==> src/rtl/utils_clock_divider_multi.sv <==
// Multi-channel glitch-free integer clock divider with per-channel duty and tick strobe.
// Outputs are registered: one clock from a sampled enable/sync to the first high/tick.
module utils_clock_divider_multi #(
  parameter int NCH = 2,
  parameter int W   = 8
) (
  input  logic             clock,
  input  logic             reset,
  input  logic [NCH*W-1:0] io_div,
  input  logic [NCH*W-1:0] io_high,
  input  logic [NCH-1:0]   io_en,
  input  logic             io_sync,
  output logic [NCH-1:0]   io_clock_out,
  output logic [NCH-1:0]   io_tick,
  output logic [NCH-1:0]   io_active
);

  typedef enum logic {
    IDLE = 1'b0,
    RUN  = 1'b1
  } state_e;

  for (genvar c = 0; c < NCH; c++) begin : g_ch
    state_e       state_q, state_d;
    logic [W-1:0] cnt_q, cnt_d;
    logic [W-1:0] div_q, div_d;
    logic [W-1:0] high_q, high_d;
    logic         out_q, out_d;
    logic         tick_q, tick_d;

    logic [W-1:0] div_in;
    logic [W-1:0] high_in;
    logic [W-1:0] high_lim;
    logic [W-1:0] high_clamp;
    logic         period_end;
    logic         load;

    assign div_in  = io_div[c*W +: W];
    assign high_in = io_high[c*W +: W];

    // High phase must leave at least one low cycle, except div<=2 where it is pinned to 1.
    assign high_lim   = (div_in > W'(2)) ? (div_in - W'(1)) : W'(1);
    assign high_clamp = (high_in == '0) ? W'(1) :
                        ((high_in < high_lim) ? high_in : high_lim);
    assign period_end = (cnt_q == (div_q - W'(1)));

    always_comb begin
      state_d = state_q;
      cnt_d   = cnt_q;
      div_d   = div_q;
      high_d  = high_q;
      out_d   = out_q;
      tick_d  = 1'b0;
      load    = 1'b0;

      if (io_sync) begin
        if (io_en[c]) begin
          load = 1'b1;
        end else begin
          state_d = IDLE;
          cnt_d   = '0;
          out_d   = 1'b0;
        end
      end else begin
        case (state_q)
          IDLE: begin
            cnt_d = '0;
            out_d = 1'b0;
            if (io_en[c]) load = 1'b1;
          end
          RUN: begin
            if (!period_end) begin
              cnt_d = cnt_q + W'(1);
              out_d = ((cnt_q + W'(1)) < high_q);
            end else if (io_en[c]) begin
              load = 1'b1;
            end else begin
              state_d = IDLE;
              cnt_d   = '0;
              out_d   = 1'b0;
            end
          end
          default: begin
            state_d = IDLE;
            cnt_d   = '0;
            out_d   = 1'b0;
          end
        endcase
      end

      // New div/high only ever enter the shadows here, so the waveform never glitches.
      if (load) begin
        div_d  = div_in;
        high_d = high_clamp;
        cnt_d  = '0;
        if (div_in == '0) begin
          state_d = IDLE;
          out_d   = 1'b0;
          tick_d  = 1'b0;
        end else begin
          state_d = RUN;
          out_d   = 1'b1;
          tick_d  = 1'b1;
        end
      end
    end

    always_ff @(posedge clock or negedge reset) begin
      if (!reset) begin
        state_q <= IDLE;
        cnt_q   <= '0;
        div_q   <= '0;
        high_q  <= '0;
        out_q   <= 1'b0;
        tick_q  <= 1'b0;
      end else begin
        state_q <= state_d;
        cnt_q   <= cnt_d;
        div_q   <= div_d;
        high_q  <= high_d;
        out_q   <= out_d;
        tick_q  <= tick_d;
      end
    end

    assign io_clock_out[c] = out_q;
    assign io_tick[c]      = tick_q;
    assign io_active[c]    = (state_q == RUN);
  end

endmodule

==> config.mk <==
export PLATFORM = sky130hd
export DESIGN_NAME = utils_clock_divider_multi
export DESIGN_NICKNAME = d
export VERILOG_FILES = /design/src/rtl/utils_clock_divider_multi.sv
export SDC_FILE = /design/constraint.sdc
export NUM_CORES = 1
export LEC_CHECK = 0
export ABC_AREA = 1
export CELL_PAD_IN_SITES_DETAIL_PLACEMENT = 1
export CELL_PAD_IN_SITES_GLOBAL_PLACEMENT = 1
export CORE_AREA = 2 2 109 111
export CTS_BUF_LIST = sky130_fd_sc_hd__clkbuf_4 sky130_fd_sc_hd__clkbuf_8
export DETAILED_ROUTE_END_ITERATION = 10
export DIE_AREA = 0 0 111 113
export MAX_ROUTING_LAYER = met4
export PLACE_DENSITY = 0.79
export SLEW_MARGIN = 20
export SYNTH_ARGS = -nofsm -noshare
export SYNTH_HDL_FRONTEND = slang
export SYNTH_SLANG_ARGS = --single-unit
export TNS_END_PERCENT = 5
==> constraint.sdc <==
create_clock -name clock -period 2.6 [get_ports clock]
set_input_delay 0.52 -clock clock [delete_from_list [all_inputs] [get_ports clock]]
set_output_delay 0.52 -clock clock [all_outputs]
set_load 0.05 [all_outputs]
==> out/results.ini <==
[die]
ios = 43
fp.coreArea_sq_mm = 0.0113
dieArea_sq_mm = 0.0125
die_w_um = 111
start_util_pct = 40.3
die_y_um = 113
std_cell_rows = 39

[setup_path]
critPathKind = in2reg
worstSetupStartpointType = input port
crit_arrival_ps = 2730
critPathCaptureType = flop
critPathMaxFanout = 5
crit_required_ps = 2800

[synth]
yosysSeqAreaShare_pct = 29.7
yosysTopAreaCellShare_pct = 29.7
synth_edf_count = 0
ys_top_cells_by_area = dfrtp_1 30%, nand2_1 15%, ha_1 10%
synth_top_flop_cell = dfrtp_1
yosys.area.top_type = dfrtp_1
netlist_instances = 660
syn_nets = 735
synth.distinct_cells = 33
synth.avg_cell_area_sq_um = 6.89
yosysWarnings = 0
synthTopCellsByCount = 178 x nand2_1, 109 x inv_1, 61 x nand3_1
yosysMostFrequentCell = nand2_1
ys_ff_latch = 54
ys_async_sr_fraction_pct = 100
mappedNetlistArea_sq_mm = 0.00455

[sta]
fin_crit_ps = 2530
worstMarginPinSlew_ps = 582
timing.final.crit_share_pct = 97.2
finalSetupViolations = 0
slew_headroom_pct = 61.2
setup_tns_ps = 0
hold_viol = 0
fmax_mhz = 396
skew_ps = 8.32
rsz0062_at_grt = true
drv_slew = 0
setup_ws_ps = 72.5

[global_routing]
antenna_found_initial = 0
grt_max_degree = 25
overflow = 0
grt_pass1_wl_um = 24100
track_usage_pct = 24.0
grt_pass1_vias = 5067

[route]
ant_nets = 0
drc = 0
first_iter_violations = 125
drt_pass1_iterations = 4
wire_per_inst_um = 15.8
num_vias = 4670
viasPerCell = 5.13
drt_wl_total_um = 14400

[power]
seqPwrFrac_pct = 38.8
pwr-share-clk_pct = 22.6
p_int_mw = 1.65
switching_share_pct = 37.1
power_frac_comb_pct = 38.6
worst_ir_drop_vdd_uv = 225
cellPowerDensity_mw_per_mm2 = 447
switchingPower_mw = 0.974
p_leak_nw = 3.24

[clock_tree]
numCtsBuffers = 5
cts_tree = done
clk_pin_slew_worst_paths_ps = 100
cts_max_level = 2
root_buffer = clkbuf_8
clk_latency_ps = 320
clock_path_buffers = 2
hold_buffers = 0
clock-sinks = 54

[final_layout]
seqCellArea_sq_mm = 0.00136
fin_cells = 910
syn_to_final_growth_pct = 29.4
antenna_cells = 0
multi_input_area_sq_mm = 0.00283
fin_nets = 841
utilization_pct = 52.2
layout-drive-gt1-share_pct = 19.7
fin_area_sq_mm = 0.00588
nFillCells = 1480

[place]
pre_cts_slack_ps = -620
io_buffer_count = 42
placed_cells = 885
dp_hpwl_um = 11000
placed_area_sq_mm = 0.00547
gp_congestion = 0.935

[job]
max_cap_violations = 0

[outcome]
status = complete, no violations

[min_path]
hold_class = in2async

-- cell families after synthesis --
| family | after synthesis | share of synthesized area [%] |
|---|---|---|
| AOI/OAI and AO/OA | 91 | 11.3 |
| and+or+nand+nor | 321 | 31.5 |
| xor gates and xnor gates | 26 | 5.01 |
| buffers and inverters | 130 | 12.0 |
| DFF | 54 | 29.7 |
| adders and majority gates | 38 | 10.5 |
-- per-layer routing --
metal	wire (um)	global-route usage, %	vias up
met5	0	-	-
met4	156	5.50	0
met3	301	2.25	14
met2	7350	43.4	51
met1	6610	29.3	2295
li1	-	-	2310
-- power by group through the flow --
stage | Sequential (mW) | Clock (mW) | Combinational (mW)
2_1_floorplan | 1.01 | 0 | 0.614
3_3_place_gp | 1.03 | 0 | 0.876
3_5_place_dp | 1.04 | 0 | 0.935
4_1_cts | 1.02 | 0.612 | 0.979
5_1_grt | 1.04 | 0.643 | 1.14
6_report | 1.02 | 0.593 | 1.02
-- path summary, 6_finish.rpt --
| path | slack, ps | endpoint | cells after the start | from |
|---|---|---|---|---|
| worst max-delay path | 70 | g_ch[1].high_q[3] | 15 | io_div[10] |
| worst min-delay path | 180 | g_ch[1].cnt_q[3] | 1 | reset |
| worst max register to register | 180 | g_ch[0].out_q | 13 | g_ch[0].div_q[0] |
| worst min register to register | 530 | g_ch[0].high_q[0] | 2 | g_ch[0].high_q[0] |
| max in group asynchronous | 1760 | g_ch[0].div_q[0] | 2 | reset |
| min in group clock | 530 | g_ch[0].high_q[0] | 2 | g_ch[0].high_q[0] |
-- per-stage QoR --
| stage | hold slack [ps] | total power, mW |
|---|---|---|
| 5_1_grt | 207 | 2.82 |
| 2_1_floorplan | 224 | 1.63 |
| 3_3_place_gp | 490 | 1.91 |
| 3_5_place_dp | 515 | 1.97 |
| 6_report | 180 | 2.63 |
| 4_1_cts | 187 | 2.61 |
-- worst max-delay path, cell delays in order --
cell and delay (ps):
dlygate4sd2_1 250, buf_4 140, nor2_4 120, nand2_2 100, buf_4 140, xor2_1 160
nand2_1 130, ha_2 190, a21oi_2 150, nor2_2 60, a211oi_4 290, buf_4 180
nand3_1 80, nand3_1 110, o21ai_0 90
-- flip-flops by register name, summed over array words and instances (netlist names) --
register,count
g_ch.cnt_q,16
g_ch.tick_q,2
g_ch.out_q,2
g_ch.div_q,16
g_ch.state_q,2
g_ch.high_q,16
-- cells in the final DEF (no fill, tap or decap), types with 11 or more instances in the layout --
master,netlist,layout
xor2_1,22,21
nor2_2,5,11
dfrtp_1,54,51
nand3_1,61,59
o211ai_1,16,16
inv_1,109,105
buf_4,8,74
o21ai_0,30,24
o21ai_1,9,14
ha_1,38,31
nor2_1,38,31
nand2_1,178,174
clkdlybuf4s50_1,0,30
a21oi_1,30,27
-- layout make-up --
| cell class | instances | share of cell area [%] |
|---|---|---|
| clock inverter | 2 | 0.638 |
| sequential | 54 | 23.0 |
| timing repair buffer | 118 | 16.7 |
| clock buffer | 6 | 1.30 |
| multi-input combinational | 476 | 48.2 |
| inverter | 111 | 7.17 |
| tap | 143 | 3.04 |
-- timing repair --
item                       CTS  global route
resized for setup           38            31
buffers inserted            10             6
setup endpoints to repair   16            30
pin swaps                   20            15
cloned                       1             0
No activity file was read; power rests on OpenSTA's default activity.
